--- config.mk ---
export PLATFORM = sky130hd
export DESIGN_NAME = mc_ctrl_fsm_flat
export DESIGN_NICKNAME = d
export VERILOG_FILES = /design/src/rtl/rv_ctrl_pkg.sv /design/src/rtl/mc_ctrl_fsm_if.sv /design/src/rtl/alu_decoder.sv /design/src/rtl/mc_ctrl_fsm.sv /design/src/flat_wrapper.sv
export SDC_FILE = /design/constraint.sdc
export NUM_CORES = 1
export LEC_CHECK = 0
export ABC_AREA = 1
export CAP_MARGIN = 10
export CORE_AREA = 2 2 43 45
export CTS_CLUSTER_SIZE = 20
export DETAILED_ROUTE_END_ITERATION = 8
export DIE_AREA = 0 0 45 47
export HOLD_SLACK_MARGIN = 0.03
export PLACE_DENSITY = 0.8
export SYNTH_ARGS = -nofsm -noshare
export SYNTH_HDL_FRONTEND = slang
export SYNTH_HIERARCHICAL = 1
export SYNTH_SLANG_ARGS = --single-unit
export TNS_END_PERCENT = 50
--- constraint.sdc ---
create_clock -name clk -period 2.7 [get_ports clk]
set_input_delay 0.54 -clock clk [delete_from_list [all_inputs] [get_ports clk]]
set_output_delay 0.54 -clock clk [all_outputs]
set_load 0.05 [all_outputs]
--- src/rtl/rv_ctrl_pkg.sv ---
// Shared definitions for the RV32I multicycle controller: opcodes, FSM state
// encoding, ALU operation codes and datapath select codes.
package rv_ctrl_pkg;

    // Opcodes the controller executes
    localparam logic [6:0] OP_LOAD   = 7'b0000011;
    localparam logic [6:0] OP_STORE  = 7'b0100011;
    localparam logic [6:0] OP_RTYPE  = 7'b0110011;
    localparam logic [6:0] OP_ITYPE  = 7'b0010011;
    localparam logic [6:0] OP_BRANCH = 7'b1100011;
    localparam logic [6:0] OP_JAL    = 7'b1101111;

    // ALU operation codes; the ALU decodes the same values
    localparam logic [2:0] ALU_ADD = 3'b000;
    localparam logic [2:0] ALU_SUB = 3'b001;
    localparam logic [2:0] ALU_AND = 3'b010;
    localparam logic [2:0] ALU_OR  = 3'b011;
    localparam logic [2:0] ALU_SLT = 3'b101;

    // Register-file write data source
    localparam logic [1:0] RES_ALUOUT    = 2'b00;
    localparam logic [1:0] RES_MEMDATA   = 2'b01;
    localparam logic [1:0] RES_ALURESULT = 2'b10;

    // ALU operand A source
    localparam logic [1:0] SRCA_PC    = 2'b00;
    localparam logic [1:0] SRCA_OLDPC = 2'b01;
    localparam logic [1:0] SRCA_RS1   = 2'b10;

    // ALU operand B source
    localparam logic [1:0] SRCB_RS2  = 2'b00;
    localparam logic [1:0] SRCB_IMM  = 2'b01;
    localparam logic [1:0] SRCB_FOUR = 2'b10;

    // Immediate format
    localparam logic [1:0] IMM_I = 2'b00;
    localparam logic [1:0] IMM_S = 2'b01;
    localparam logic [1:0] IMM_B = 2'b10;
    localparam logic [1:0] IMM_J = 2'b11;

    typedef enum logic [3:0] {
        S_FETCH    = 4'd0,
        S_DECODE   = 4'd1,
        S_MEMADR   = 4'd2,
        S_MEMREAD  = 4'd3,
        S_MEMWB    = 4'd4,
        S_MEMWRITE = 4'd5,
        S_EXECUTER = 4'd6,
        S_EXECUTEI = 4'd7,
        S_ALUWB    = 4'd8,
        S_BEQ      = 4'd9,
        S_JAL      = 4'd10
    } state_t;

    // Immediate format is a pure function of the opcode, independent of state
    function automatic logic [1:0] imm_src_of(input logic [6:0] op);
        logic [1:0] imm;
        case (op)
            OP_STORE:  imm = IMM_S;
            OP_BRANCH: imm = IMM_B;
            OP_JAL:    imm = IMM_J;
            default:   imm = IMM_I;
        endcase
        return imm;
    endfunction

endpackage

--- src/rtl/mc_ctrl_fsm_if.sv ---
// Controller <-> datapath bundle: instruction fields and status flags in,
// mux selects, enables and ALU operation out.
interface mc_ctrl_fsm_if;
    logic [6:0] op;
    logic [2:0] funct3;
    logic       funct7b5;
    logic       zero;
    logic       mem_ready;

    logic       pc_write;
    logic       adr_src;
    logic       mem_write;
    logic       ir_write;
    logic [1:0] result_src;
    logic [1:0] alu_src_a;
    logic [1:0] alu_src_b;
    logic [1:0] imm_src;
    logic       reg_write;
    logic [2:0] alu_ctrl;
    logic       illegal_instr;

    // Controller end
    modport master (
        input  op, funct3, funct7b5, zero, mem_ready,
        output pc_write, adr_src, mem_write, ir_write, result_src,
               alu_src_a, alu_src_b, imm_src, reg_write, alu_ctrl,
               illegal_instr
    );

    // Datapath end
    modport slave (
        output op, funct3, funct7b5, zero, mem_ready,
        input  pc_write, adr_src, mem_write, ir_write, result_src,
               alu_src_a, alu_src_b, imm_src, reg_write, alu_ctrl,
               illegal_instr
    );
endinterface

--- src/rtl/alu_decoder.sv ---
// ALU operation decode for R- and I-type instructions. Shift and sltu/xor
// funct3 values are flagged unsupported so the FSM can trap them in DECODE.
module alu_decoder
    import rv_ctrl_pkg::*;
(
    input  logic       op5,
    input  logic [2:0] funct3,
    input  logic       funct7b5,
    output logic [2:0] alu_ctrl,
    output logic       unsupported
);

    // funct3 -> ALU op; only R-type (op5=1) can subtract, so addi never does
    always_comb begin
        alu_ctrl    = ALU_ADD;
        unsupported = 1'b0;
        case (funct3)
            3'b000:  alu_ctrl = (op5 && funct7b5) ? ALU_SUB : ALU_ADD;
            3'b010:  alu_ctrl = ALU_SLT;
            3'b110:  alu_ctrl = ALU_OR;
            3'b111:  alu_ctrl = ALU_AND;
            default: unsupported = 1'b1;
        endcase
    end

endmodule

--- src/rtl/mc_ctrl_fsm.sv ---
// Multicycle RV32I control unit. Outputs are decoded combinationally from
// the current state (plus mem_ready/zero where a state needs them); all
// write enables are held low while rst is asserted so a reset mid-access
// cannot leak a write.
//
// state    | meaning
// ---------+---------------------------------------------------------
// FETCH    | read instruction at PC, PC+4 -> PC, wait for mem_ready
// DECODE   | read registers, OldPC+imm -> ALUOut, classify opcode
// MEMADR   | rs1+imm -> ALUOut (load/store address)
// MEMREAD  | read memory at ALUOut, wait for mem_ready
// MEMWB    | memory data -> rd
// MEMWRITE | write memory at ALUOut, wait for mem_ready
// EXECUTER | rs1 op rs2 -> ALUOut
// EXECUTEI | rs1 op imm -> ALUOut
// ALUWB    | ALUOut -> rd
// BEQ      | rs1-rs2, branch target in ALUOut -> PC when zero
// JAL      | jump target -> PC, OldPC+4 -> ALUOut for the link write
module mc_ctrl_fsm
    import rv_ctrl_pkg::*;
#(
    parameter state_t RESET_STATE = S_FETCH
) (
    input  logic           clk,
    input  logic           rst,
    mc_ctrl_fsm_if.master  ctrl
);

    state_t     state_q;
    state_t     state_d;

    logic [2:0] dec_alu_ctrl;
    logic       dec_unsupported;

    logic       pc_write;
    logic       adr_src;
    logic       mem_write;
    logic       ir_write;
    logic [1:0] result_src;
    logic [1:0] alu_src_a;
    logic [1:0] alu_src_b;
    logic       reg_write;
    logic [2:0] alu_ctrl;
    logic       illegal_instr;

    alu_decoder u_alu_decoder (
        .op5         (ctrl.op[5]),
        .funct3      (ctrl.funct3),
        .funct7b5    (ctrl.funct7b5),
        .alu_ctrl    (dec_alu_ctrl),
        .unsupported (dec_unsupported)
    );

    // Next-state and per-state output decode; enables gated off during reset
    always_comb begin
        state_d       = state_q;
        pc_write      = 1'b0;
        adr_src       = 1'b0;
        mem_write     = 1'b0;
        ir_write      = 1'b0;
        result_src    = RES_ALUOUT;
        alu_src_a     = SRCA_PC;
        alu_src_b     = SRCB_RS2;
        reg_write     = 1'b0;
        alu_ctrl      = ALU_ADD;
        illegal_instr = 1'b0;

        case (state_q)
            S_FETCH: begin
                alu_src_b  = SRCB_FOUR;
                result_src = RES_ALURESULT;
                ir_write   = ctrl.mem_ready;
                pc_write   = ctrl.mem_ready;
                if (ctrl.mem_ready) state_d = S_DECODE;
            end
            S_DECODE: begin
                alu_src_a = SRCA_OLDPC;
                alu_src_b = SRCB_IMM;
                case (ctrl.op)
                    OP_LOAD, OP_STORE: state_d = S_MEMADR;
                    OP_RTYPE: begin
                        if (dec_unsupported) begin
                            illegal_instr = 1'b1;
                            state_d       = S_FETCH;
                        end else begin
                            state_d = S_EXECUTER;
                        end
                    end
                    OP_ITYPE: begin
                        if (dec_unsupported) begin
                            illegal_instr = 1'b1;
                            state_d       = S_FETCH;
                        end else begin
                            state_d = S_EXECUTEI;
                        end
                    end
                    OP_BRANCH: begin
                        if (ctrl.funct3 == 3'b000) begin
                            state_d = S_BEQ;
                        end else begin
                            illegal_instr = 1'b1;
                            state_d       = S_FETCH;
                        end
                    end
                    OP_JAL: state_d = S_JAL;
                    default: begin
                        illegal_instr = 1'b1;
                        state_d       = S_FETCH;
                    end
                endcase
            end
            S_MEMADR: begin
                alu_src_a = SRCA_RS1;
                alu_src_b = SRCB_IMM;
                state_d   = ctrl.op[5] ? S_MEMWRITE : S_MEMREAD;
            end
            S_MEMREAD: begin
                adr_src = 1'b1;
                if (ctrl.mem_ready) state_d = S_MEMWB;
            end
            S_MEMWB: begin
                result_src = RES_MEMDATA;
                reg_write  = 1'b1;
                state_d    = S_FETCH;
            end
            S_MEMWRITE: begin
                adr_src   = 1'b1;
                mem_write = 1'b1;
                if (ctrl.mem_ready) state_d = S_FETCH;
            end
            S_EXECUTER: begin
                alu_src_a = SRCA_RS1;
                alu_src_b = SRCB_RS2;
                alu_ctrl  = dec_alu_ctrl;
                state_d   = S_ALUWB;
            end
            S_EXECUTEI: begin
                alu_src_a = SRCA_RS1;
                alu_src_b = SRCB_IMM;
                alu_ctrl  = dec_alu_ctrl;
                state_d   = S_ALUWB;
            end
            S_ALUWB: begin
                result_src = RES_ALUOUT;
                reg_write  = 1'b1;
                state_d    = S_FETCH;
            end
            S_BEQ: begin
                alu_src_a  = SRCA_RS1;
                alu_src_b  = SRCB_RS2;
                alu_ctrl   = ALU_SUB;
                result_src = RES_ALUOUT;
                pc_write   = ctrl.zero;
                state_d    = S_FETCH;
            end
            S_JAL: begin
                alu_src_a  = SRCA_OLDPC;
                alu_src_b  = SRCB_FOUR;
                alu_ctrl   = ALU_ADD;
                result_src = RES_ALUOUT;
                pc_write   = 1'b1;
                state_d    = S_ALUWB;
            end
            default: state_d = S_FETCH;
        endcase

        if (rst) begin
            pc_write      = 1'b0;
            ir_write      = 1'b0;
            mem_write     = 1'b0;
            reg_write     = 1'b0;
            illegal_instr = 1'b0;
        end
    end

    // State register with synchronous reset
    always_ff @(posedge clk) begin
        if (rst) state_q <= RESET_STATE;
        else     state_q <= state_d;
    end

    assign ctrl.pc_write      = pc_write;
    assign ctrl.adr_src       = adr_src;
    assign ctrl.mem_write     = mem_write;
    assign ctrl.ir_write      = ir_write;
    assign ctrl.result_src    = result_src;
    assign ctrl.alu_src_a     = alu_src_a;
    assign ctrl.alu_src_b     = alu_src_b;
    assign ctrl.imm_src       = imm_src_of(ctrl.op);
    assign ctrl.reg_write     = reg_write;
    assign ctrl.alu_ctrl      = alu_ctrl;
    assign ctrl.illegal_instr = illegal_instr;

endmodule

--- src/flat_wrapper.sv ---
// flat-port wrapper written by rule: the top's interface ports become plain ports
module mc_ctrl_fsm_flat import rv_ctrl_pkg::*;
#(
    parameter state_t RESET_STATE = S_FETCH
)
  (clk, rst, ctrl_op, ctrl_funct3, ctrl_funct7b5, ctrl_zero, ctrl_mem_ready, ctrl_pc_write, ctrl_adr_src, ctrl_mem_write, ctrl_ir_write, ctrl_result_src, ctrl_alu_src_a, ctrl_alu_src_b, ctrl_imm_src, ctrl_reg_write, ctrl_alu_ctrl, ctrl_illegal_instr);
  mc_ctrl_fsm_if ctrl_i ();
  input  logic clk;
  input  logic rst;
  input wire logic [$bits(ctrl_i.op)-1:0] ctrl_op;
  input wire logic [$bits(ctrl_i.funct3)-1:0] ctrl_funct3;
  input wire logic [$bits(ctrl_i.funct7b5)-1:0] ctrl_funct7b5;
  input wire logic [$bits(ctrl_i.zero)-1:0] ctrl_zero;
  input wire logic [$bits(ctrl_i.mem_ready)-1:0] ctrl_mem_ready;
  output wire logic [$bits(ctrl_i.pc_write)-1:0] ctrl_pc_write;
  output wire logic [$bits(ctrl_i.adr_src)-1:0] ctrl_adr_src;
  output wire logic [$bits(ctrl_i.mem_write)-1:0] ctrl_mem_write;
  output wire logic [$bits(ctrl_i.ir_write)-1:0] ctrl_ir_write;
  output wire logic [$bits(ctrl_i.result_src)-1:0] ctrl_result_src;
  output wire logic [$bits(ctrl_i.alu_src_a)-1:0] ctrl_alu_src_a;
  output wire logic [$bits(ctrl_i.alu_src_b)-1:0] ctrl_alu_src_b;
  output wire logic [$bits(ctrl_i.imm_src)-1:0] ctrl_imm_src;
  output wire logic [$bits(ctrl_i.reg_write)-1:0] ctrl_reg_write;
  output wire logic [$bits(ctrl_i.alu_ctrl)-1:0] ctrl_alu_ctrl;
  output wire logic [$bits(ctrl_i.illegal_instr)-1:0] ctrl_illegal_instr;
  assign ctrl_i.op = ctrl_op;
  assign ctrl_i.funct3 = ctrl_funct3;
  assign ctrl_i.funct7b5 = ctrl_funct7b5;
  assign ctrl_i.zero = ctrl_zero;
  assign ctrl_i.mem_ready = ctrl_mem_ready;
  assign ctrl_pc_write = ctrl_i.pc_write;
  assign ctrl_adr_src = ctrl_i.adr_src;
  assign ctrl_mem_write = ctrl_i.mem_write;
  assign ctrl_ir_write = ctrl_i.ir_write;
  assign ctrl_result_src = ctrl_i.result_src;
  assign ctrl_alu_src_a = ctrl_i.alu_src_a;
  assign ctrl_alu_src_b = ctrl_i.alu_src_b;
  assign ctrl_imm_src = ctrl_i.imm_src;
  assign ctrl_reg_write = ctrl_i.reg_write;
  assign ctrl_alu_ctrl = ctrl_i.alu_ctrl;
  assign ctrl_illegal_instr = ctrl_i.illegal_instr;
  mc_ctrl_fsm #(.RESET_STATE(RESET_STATE)) u_core (.clk(clk), .rst(rst), .ctrl(ctrl_i));
endmodule
Yosys cells after proc, flatten, opt, wreduce, memory -nomap -nowiden
Index checks and enable logic that the tools add are counted.
{"block": "word_totals", "out_inout_bits": 17, "reg_bits": 4}
{"block": "classes", "reduce_logical": 16, "n_mux": 30, "eq_ne": 22}
{"op": "4-bit one-hot mux with 6 select lines", "n": 1}
{"op": "4-bit one-hot mux with 5 select lines", "n": 1}
{"op": "4-bit by 3-bit == test with 1-bit output (second input constant)", "n": 4}
{"op": "4-bit two-way mux", "n": 4}
{"op": "7-bit by 6-bit == test with 1-bit output (second input constant)", "n": 2}
{"op": "7-bit == test (second input constant)", "n": 2}
{"op": "2-bit OR reduction", "n": 7}
{"op": "1-bit two-way mux", "n": 13}
{"op": "4-bit == test (second input constant)", "n": 3}
{"op": "2-bit one-hot mux with 2 select lines", "n": 3}
{"op": "3-bit one-hot mux with 4 select lines", "n": 1}
{"op": "3-bit two-way mux", "n": 3}
{"op": "3-bit OR reduction", "n": 3}
{"op": "4-bit by 2-bit == test with 1-bit output (second input constant)", "n": 2}
{"op": "4-bit OR reduction", "n": 2}
{"op": "7-bit by 2-bit == test with 1-bit output (second input constant)", "n": 1}
{"op": "7-bit by 5-bit == test with 1-bit output (second input constant)", "n": 1}
{"op": "3-bit == test (second input constant)", "n": 2}
{"op": "2-bit inequality test (second input constant)", "n": 3}
{"op": "1-bit one-hot mux with 3 select lines", "n": 2}
{"op": "2-bit one-hot mux with 3 select lines", "n": 1}
{"op": "3-bit one-hot mux with 2 select lines", "n": 1}
{"op": "4-bit by 1-bit == test with 1-bit output (second input constant)", "n": 1}
{"op": "4-bit zero test", "n": 1}
{"op": "4 further kinds", "n": 4}

Logic depth before layout (Yosys ltp)
Gate-level depths: netlist (run 1).
{"block": "depth", "ltp_word": 6, "mapped_depth": 10}

By module
Netlist (run 1), hierarchy kept.
{"module": "mc_ctrl_fsm", "area_each_um2": 615.6, "instances": 1, "cells_per_inst": 107}
{"module": "alu_decoder", "area_each_um2": 43.8, "instances": 1, "cells_per_inst": 11}

Least setup slack after synthesis (run 1)
OpenSTA, ideal clock, no wires.
{"block": "synth_path", "path_type": "register to output", "startpoint": "register u_core.state_q[0]", "endpoint": "output port ctrl_ir_write", "path_stages_with_launch": 6, "path_slack_ps": 159, "t_arrival_ps": 2001, "cell_sequence": "dfxtp_1 > nor2_1 > inv_2 > nor2_4 > inv_1 > nor3_1"}
{"block": "synth_between", "elab_chain_len": 3}
{"item": "from (decl)", "line": "mc_ctrl_fsm.sv:29", "rtl": "state_t state_q;"}
{"item": "from (signal assigned)", "line": "mc_ctrl_fsm.sv:179", "rtl": "else state_q <= state_d;"}
{"item": "4-bit zero test", "line": "mc_ctrl_fsm.sv:68", "rtl": "case (state_q)"}
{"item": "1-bit two-way mux", "line": "mc_ctrl_fsm.sv:68"}
{"item": "1-bit two-way mux", "line": "mc_ctrl_fsm.sv:167", "rtl": "if (rst) begin"}
{"item": "to (decl)", "line": "flat_wrapper.sv:18", "rtl": "output wire logic [$bits(ctrl_i.ir_write)-1:0] ctrl_ir_write;"}
No other way between the ends.

Worst setup path in the final report (run 1)
{"block": "layout_path", "startpoint": "register u_core.state_q[2]", "endpoint": "output port ctrl_alu_src_b[0]"}
{"block": "layout_between", "elab_chain_len": 3, "word_cells_on_any_way": 8, "classes_between": "eq/ne (4); mux (1); reduce/logical (3)"}
{"item": "4-bit by 2-bit == test with 1-bit output, or another cell as far along", "line": "mc_ctrl_fsm.sv:68"}
{"item": "3-bit OR reduction (no line) or 2-bit OR reduction (tied branches)"}
{"item": "2-bit one-hot mux with 2 select lines (*)", "line": "mc_ctrl_fsm.sv:68"}
{"item": "to (decl)", "line": "flat_wrapper.sv:21", "rtl": "output wire logic [$bits(ctrl_i.alu_src_b)-1:0] ctrl_alu_src_b;"}
Every way passes the cells marked *; elsewhere a longest branch is shown, timed or not.

==> out/metrics.yaml, run 1 <==
post_drt_wl_per_cell_um: 10.4
hpwlAfterDp_um: 1480
pwr-share-clk_pct: 27.2
max_cap_violations: 0
antenna_left: 0
setup-tns-final_ns: 0
fp.dieArea_um2: 2120
placement.io_buffers: 31
clock-skew-final_ns: 0.00523
clock_tree.buffer_depth: 2
dr.first_iter.drc_count: 26
numPlacedInstances: 166
cts_htree_levels: 1
grt_use_total_pct: 18.4
timing.setup.critical_path_class: "reg2out"
run_status: "completed"
number_of_setup_violations_in_the_final_report: 0
max_slew.worst_pin.slew_ns: 0.516
crit_path_cell_trace: "inv_2 > nor2_2 > inv_2 > nor2_1 > o21ai_0 > nand2_1 > clkdlybuf4s50_1"
max_slew_violations: 0
detailroute.wirelength.met3_um: 150
top_fanout_value_on_the_critical_path: 3
top_reg_cell_synth: "sky130_fd_sc_hd__dfxtp_1"
total_switching_power_mw: 0.106
tritoncts: "yes"
seq_area_frac_synth_pct: 12.1
via_count: 854
postSynthCellCount: 118
power_mw: 0.272
core_region_area_um2: 1650
worstSetupStartpoint: "u_core/state_q[2]"
flow.area_growth_from_synthesis_pct: 69.4
synth_top_cells_by_area: "sky130_fd_sc_hd__nand2_1 (15%), sky130_fd_sc_hd__dfxtp_1 (12%), sky130_fd_sc_hd__inv_1 (11%)"
class_of_the_tightest_hold_or_removal_check: "reg2reg"
cp_num_buf_inv: 3
critPathArrivalTime_ns: 2.02
floorplan.rows: 15
fmax_mhz: 390
synthDominantAreaCellType: "sky130_fd_sc_hd__nand2_1"
synth.cell_area_um2: 659
cts_setup_buffers: 0
finish.instance_area_um2: 1120
syn-mean-instance-area_um2: 5.59
synth_enable_flop_cells: 0
drive_above_1_share_pct: 28.9
synth.distinct_cells: 26
worstPathRequired_ns: 2.16
sequential_cell_fraction_of_total_power_pct: 23.3
min-delay-start: "u_core/state_q[0]"
detailed_route_wirelength_on_metal2_um: 899
die_w_um: 45
cts_inserted_buffers: 3
routabilityCongestion: 0.816
cts_hold_buf: 0
worst_setup_hold_path_clk_slew_ns: 0.03
cts_root_buffer: "sky130_fd_sc_hd__clkbuf_4"
stdcell_count: 169
num_io_pins: 32
finish.net_count: 169
overflow: 0
critPathMaxStageDelay_ns: 0.79
end_kind: "output pin"
largest_register_ff_count: 4
layout.cells.most_common: "sky130_fd_sc_hd__nand2_1"
r2r-start: "u_core/state_q[0]"
path_delay_family: "buffers and inverters"
max_slew_margin_pct: 65.5
initial_core_util_pct: 39.9
synth.net_count: 133
critical_path.startpoint_type: "register"
registers.top_by_ff_count: "u_core/state_q"
yosysWarningCount: 6
postCtsResizedCells: 0
period_needed_ns: 2.56
worst_ir_drop_on_vdd_mv: 0.237
m1WireLength_um: 703
post-route-period-util_pct: 94.9
via_per_inst: 5.05
detail_route.first_pass.iterations: 4
grt_start_max_net_pins: 9
most-common-layout-cells: "sky130_fd_sc_hd__nand2_1 (27), sky130_fd_sc_hd__clkdlybuf4s50_1 (21), sky130_fd_sc_hd__inv_1 (20)"
p_leak_nw: 0.535
postSynth.asyncResetShare_pct: 0
cp_slowest_cell: "sky130_fd_sc_hd__clkdlybuf4s50_1"
combinationalPowerShare_pct: 49.6
die_h_um: 47
wire_length_of_the_first_global_routing_pass_um: 2930
cts.sink_count: 4
route.final.wire_length_um: 1760
grt_pass1_vias: 729
cp_dominant_cell_by_count: "sky130_fd_sc_hd__inv_2"
max_layer_used: "met4"
biggestRegsByFlops: "u_core/state_q x4"
internal-power_mw: 0.166
antenna_found_initial: 0
swShare_pct: 39.0
remaining_drc_errors: 0
antenna_cells_inserted: 0
area_fraction_of_the_dominant_cell_type_after_synthesis_pct: 15.4
clock_insertion_delay_worst_skew_ns: 0.24
synth_seq_cells: 4
power_density_nw_per_um2: 244
rsz0062_at_grt: "false"
finalHoldViolCount: 0
place_area_um2: 1090
==> Yosys cell counts (2+ instances only) <==
| cell | count |
|---|---|
| sky130_fd_sc_hd__nor2_1 | 16 |
| sky130_fd_sc_hd__nor2_4 | 4 |
| sky130_fd_sc_hd__inv_2 | 11 |
| sky130_fd_sc_hd__a21oi_2 | 3 |
| sky130_fd_sc_hd__nand4_1 | 2 |
| sky130_fd_sc_hd__nand3_1 | 7 |
| sky130_fd_sc_hd__o21ai_0 | 2 |
| sky130_fd_sc_hd__dfxtp_1 | 4 |
| sky130_fd_sc_hd__nand2_1 | 27 |
| sky130_fd_sc_hd__nand2_2 | 5 |
| sky130_fd_sc_hd__inv_1 | 20 |
| sky130_fd_sc_hd__nor2_2 | 2 |
| sky130_fd_sc_hd__a21oi_1 | 2 |
==> worst paths after layout <==
check | end | slack, ns | depth (start not counted)
hold reg to reg | u_core/state_q[2] | 0.64 | 2
setup reg to reg | u_core/state_q[0] | 1.51 | 7
setup / recovery | ctrl_alu_src_b[0] | 0.14 | 7
hold / removal | u_core/state_q[2] | 0.64 | 2
==> metal layers <==
metal | track usage [%] | vias up
li1 | - | 436
met1 | 21.8 | 373
met2 | 34.0 | 43
met3 | 5.38 | 2
met4 | 1.76 | 0
met5 | 0 | -
==> cell families after synthesis <==
family	after synthesis	synth area share, %
AO/OA/AOI/OAI	13	13.3
buffers and inverters	32	18.2
AND/OR/NAND/NOR	69	56.4
flip-flops	4	12.1
==> tightest hold or removal path, stage by stage (launching register included) <==
cell and delay, ns:
sky130_fd_sc_hd__dfxtp_1 0.35, sky130_fd_sc_hd__nand4_1 0.17, sky130_fd_sc_hd__a21oi_2 0.06
==> metrics by stage <==
step	hold WS, ns	setup WS, ns	utilization, %
2_1_floorplan	0.564	0.159	-
3_3_place_gp	0.606	0.217	66.3
3_5_place_dp	0.617	0.172	66.3
4_1_cts	0.624	0.140	67.7
5_1_grt	0.663	0.0408	67.7
6_report	0.638	0.138	67.7
==> power groups by stage <==
stage	combinational (mW)	clock [mW]	sequential, mW
after floorplan	0.0748	0	0.0637
after global placement	0.132	0	0.0641
after detailed placement	0.134	0	0.0641
after CTS	0.135	0.0775	0.0632
after global routing	0.145	0.0830	0.0634
final	0.135	0.0739	0.0633
==> area by class of cell <==
type                       instances  area (um2)
fill                             144         534
multi-input combinational         82         459
timing repair buffer              32         418
inverter                          31         116
sequential                         4        80.1
clock buffer                       3        22.5
tap                               17        21.3
(Power assumes the default switching activity.)
==> inputs of run 2 (changes only) <==
--- a/config.mk
+++ b/config.mk
@@ -7,12 +7,13 @@
 export LEC_CHECK = 0
 export ABC_AREA = 1
 export CAP_MARGIN = 10
-export CORE_AREA = 2 2 43 45
+export CORE_AREA = 2 2 44 46
 export CTS_CLUSTER_SIZE = 20
 export DETAILED_ROUTE_END_ITERATION = 8
-export DIE_AREA = 0 0 45 47
+export DIE_AREA = 0 0 46 48
+export DONT_BUFFER_PORTS = 1
 export HOLD_SLACK_MARGIN = 0.03
-export PLACE_DENSITY = 0.8
+export PLACE_DENSITY = 0.53
 export SYNTH_ARGS = -nofsm -noshare
 export SYNTH_HDL_FRONTEND = slang
 export SYNTH_HIERARCHICAL = 1
==> out/metrics.yaml, run 2 (same netlist as run 1, synthesis figures left out) <==
area_of_the_multi_input_gates_um2: 464
routabilityCongestion: 0.798
rsz0062_at_grt: "false"
pre_cts_slack_ns: 0.748
max_slew_margin_pct: 36.1
antenna_cells_inserted: 0
crit_path_cell_trace: "nor2_1 > inv_2 > nor2_4 > inv_1 > nand2_1"
finish.net_count: 147
worst_hold_path.endpoint: "u_core/state_q[2]"
finalHoldViolCount: 0
overflow: 0
cts_htree_levels: 1
initial_core_util_pct: 39.0
setup.reg_to_reg.worst_slack_ns: 1.30
r2r-start: "u_core/state_q[0]"
cts_root_buffer: "sky130_fd_sc_hd__clkbuf_4"
grt_pass1_vias: 676
core_region_area_um2: 1690
layout.cells.most_common: "sky130_fd_sc_hd__nand2_1"
worstSetupStartpoint: "u_core/state_q[0]"
detail_route.first_pass.iterations: 4
top_fanout_value_on_the_critical_path: 5
clock_tree.buffer_depth: 2
cts_inserted_buffers: 3
p_leak_nw: 0.422
period_needed_ns: 2.17
fillerInstances: 200
setup-tns-final_ns: 0
finish.instance_area_um2: 779
min-delay-start: "rst"
fp.dieArea_um2: 2210
worst_ir_drop_on_vdd_mv: 0.0885
hold_ws_ns: 0.365
wire_length_of_the_first_global_routing_pass_um: 2540
worstReg2RegEnd: "u_core/state_q[0]"
worst_setup_hold_path_clk_slew_ns: 0.04
registers.top_by_ff_count: "u_core/state_q"
flow.area_growth_from_synthesis_pct: 18.2
largest_register_ff_count: 4
cp_slowest_cell: "sky130_fd_sc_hd__nand2_1"
floorplan.rows: 15
via_count: 732
power_density_nw_per_um2: 282
run_status: "completed"
timing.setup.critical_path_class: "reg2out"
via_per_inst: 4.98
num_io_pins: 32
cts_hold_buf: 0
route.final.wire_length_um: 1600
max_slew.worst_pin.slew_ns: 0.952
fmax_mhz: 460
clock-skew-final_ns: 0.00759
power_mw: 0.220
path_delay_family: "simple AND/OR/NAND/NOR gates"
placement.io_buffers: 0
dr.first_iter.drc_count: 12
antenna_left: 0
max_slew_violations: 0
critical_path.startpoint_type: "register"
most-common-layout-cells: "sky130_fd_sc_hd__nand2_1 (27), sky130_fd_sc_hd__inv_1 (20), sky130_fd_sc_hd__nor2_1 (16)"
layout_setup_ws_ns: 0.526
worst-r2r-cell-count: 7
drive_above_1_share_pct: 33.8
register_area_um2: 80.1
antenna_found_initial: 0
grt_use_total_pct: 15.6
clock_insertion_delay_worst_skew_ns: 0.23
die_h_um: 48
max_cap_violations: 0
remaining_drc_errors: 0
post_drt_wl_per_cell_um: 10.9
postCtsResizedCells: 0
cts_setup_buffers: 0
critPathMaxStageDelay_ns: 0.38
hpwlAfterDp_um: 1350
post-route-period-util_pct: 80.5
end_kind: "output pin"
number_of_setup_violations_in_the_final_report: 0
timing.critical_path.depth: 5
cts.sink_count: 4
place_area_um2: 757
cp_num_buf_inv: 2
die_w_um: 46
critPathArrivalTime_ns: 1.63
class_of_the_tightest_hold_or_removal_check: "in2reg"
biggestRegsByFlops: "u_core/state_q x4"
grt_start_max_net_pins: 9
min_path_cells: 1
worstPathRequired_ns: 2.16
tritoncts: "yes"
-- run 2: cell type report --
type / instances / area share [%]
Clock buffer: 3 / 2.89
Inverter: 31 / 14.9
Multi-Input combinational cell: 82 / 59.6
Sequential cell: 4 / 10.3
Tap cell: 17 / 2.73
Timing Repair Buffer: 10 / 9.63
-- run 2: power by group --
group,internal [mW],switching [mW]
combinational,0.0205,0.0649
clock,0.0495,0.0219
sequential,0.0610,0.00212
-- run 2: per-stage QoR --
step           instances  utilization [%]
2_1_floorplan        118                -
3_3_place_gp         144             44.8
3_5_place_dp         144             44.8
4_1_cts              147             46.1
5_1_grt              147             46.1
6_report             147             46.1
-- run 2: metal layers --
layer / routed length [um] / up-vias / global-route usage (%)
met2: 820 / 22 / 30.3
li1: - / 388 / -
met1: 673 / 322 / 17.7
met3: 107 / 0 / 1.51
met5: 0 / - / 0
met4: 0 / 0 / 5.14
-- run 2: worst max-delay path by stage --
stage | end
finish | ctrl_alu_src_b[1]
global route | ctrl_ir_write
CTS | ctrl_alu_src_b[1]
detailed placement | ctrl_illegal_instr
global placement | ctrl_illegal_instr
floorplan | ctrl_ir_write
==> inputs of run 3 (changes only) <==
==> constraint.sdc (replaced) <==
create_clock -name clk -period 2.24 [get_ports clk]
set_input_delay 0.448 -clock clk [delete_from_list [all_inputs] [get_ports clk]]
set_output_delay 0.448 -clock clk [all_outputs]
set_load 0.05 [all_outputs]
==> out/metrics.yaml, run 3 (same netlist as run 1, synthesis figures left out) <==
run_status: "completed"
number_of_setup_violations_in_the_final_report: 0
cp_slowest_cell: "sky130_fd_sc_hd__nand3_1"
die_w_um: 46
cts.sink_count: 4
cts_inserted_buffers: 3
postCtsResizedCells: 0
critPathArrivalTime_ns: 1.50
flow.area_growth_from_synthesis_pct: 23.2
cts_setup_buffers: 0
num_io_pins: 32
core_region_area_um2: 1690
routabilityCongestion: 0.835
worst_ir_drop_on_vdd_mv: 0.150
finalHoldViolCount: 0
cts_htree_levels: 1
class_of_the_tightest_hold_or_removal_check: "in2reg"
critPathMaxStageDelay_ns: 0.42
period_needed_ns: 1.94
finish.net_count: 149
critical_path.startpoint_type: "register"
p_leak_nw: 0.435
grt_pass1_vias: 669
initial_core_util_pct: 39.0
power_density_nw_per_um2: 332
fp.dieArea_um2: 2210
overflow: 0
biggestRegsByFlops: "u_core/state_q x4"
placement.io_buffers: 0
registers.top_by_ff_count: "u_core/state_q"
fmax_mhz: 514
wire_length_of_the_first_global_routing_pass_um: 2460
crit_path_cell_trace: "inv_2 > nor2_2 > inv_2 > nor2_1 > inv_2 > nand3_1"
grt_use_total_pct: 14.7
layout_setup_ws_ns: 0.295
via_per_inst: 4.91
hpwlAfterDp_um: 1330
cp_dominant_cell_by_count: "sky130_fd_sc_hd__inv_2"
antenna_found_initial: 0
tritoncts: "yes"
drive_above_1_share_pct: 35.6
floorplan.rows: 15
cts_hold_buf: 0
area_of_the_multi_input_gates_um2: 469
antenna_left: 0
timing.setup.critical_path_class: "reg2out"
max_slew_violations: 0
detail_route.first_pass.iterations: 4
end_kind: "output pin"
worst_setup_hold_path_clk_slew_ns: 0.03
top_fanout_value_on_the_critical_path: 4
cts_root_buffer: "sky130_fd_sc_hd__clkbuf_4"
max_slew_margin_pct: 64.8
remaining_drc_errors: 0
clock_insertion_delay_worst_skew_ns: 0.22
grt_start_max_net_pins: 9
fillerInstances: 201
antenna_cells_inserted: 0
rsz0062_at_grt: "false"
route.final.wire_length_um: 1500
clock-skew-final_ns: 0.00318
final_util_pct: 48.1
die_h_um: 48
post_drt_wl_per_cell_um: 10.0
worstPathRequired_ns: 1.79
layout.cells.most_common: "sky130_fd_sc_hd__nand2_1"
clock_tree.buffer_depth: 2
post-route-period-util_pct: 86.8
via_count: 731
dr.first_iter.drc_count: 8
max_cap_violations: 0
max_slew.worst_pin.slew_ns: 0.526
largest_register_ff_count: 4
pre_cts_slack_ns: 0.456
most-common-layout-cells: "sky130_fd_sc_hd__nand2_1 (27), sky130_fd_sc_hd__inv_1 (20), sky130_fd_sc_hd__nor2_1 (16)"
register_area_um2: 80.1
[run 3: path summary, 6_finish.rpt]
check,from,to,slack (ns),cells past startpoint
setup / recovery,u_core/state_q[2],ctrl_alu_src_a[1],0.30,6
hold / removal,rst,u_core/state_q[0],0.28,1
setup reg to reg,u_core/state_q[0],u_core/state_q[0],0.86,7
hold reg to reg,u_core/state_q[0],u_core/state_q[2],0.61,2
[run 3: power by group]
part	leakage (nW)	internal (mW)	switching [mW]	total (mW)
logic	0.389	0.0318	0.0794	0.111
registers	0.0325	0.0736	0.00268	0.0763
clock network	0.0138	0.0594	0.0225	0.0819
[run 3: stage by stage]
stage | total power, mW | area [um2] | std cells | setup TNS, ns | hold slack (ns)
finish | 0.269 | 812 | 149 | 0 | 0.283
global route | 0.289 | 812 | 149 | 0 | 0.270
CTS | 0.273 | 812 | 149 | 0 | 0.279
detailed placement | 0.189 | 790 | 146 | 0 | 0.515
global placement | 0.188 | 790 | 146 | 0 | 0.515
floorplan | 0.168 | 664 | 118 | -0.0602 | 0.564
[run 3: worst max-delay path: cells and delay by family, from the launching register on]
| kind | cells | cell delay (ns) |
|---|---|---|
| simple gates | 3 | 0.74 |
| buf+inv | 3 | 0.21 |
| flops | 1 | 0.33 |
[run 3: cell type report]
class	instances	area share, %
Sequential cell	4	9.86
Timing Repair Buffer	12	12.6
Clock buffer	3	2.77
Multi-Input combinational cell	82	57.8
Inverter	31	14.3
Tap cell	17	2.62
[run 3: routing by layer]
layer	global-route usage [%]	wire length, um
met1	16.6	597
met2	29.4	800
met3	2.26	99
met4	1.71	0
met5	0	0
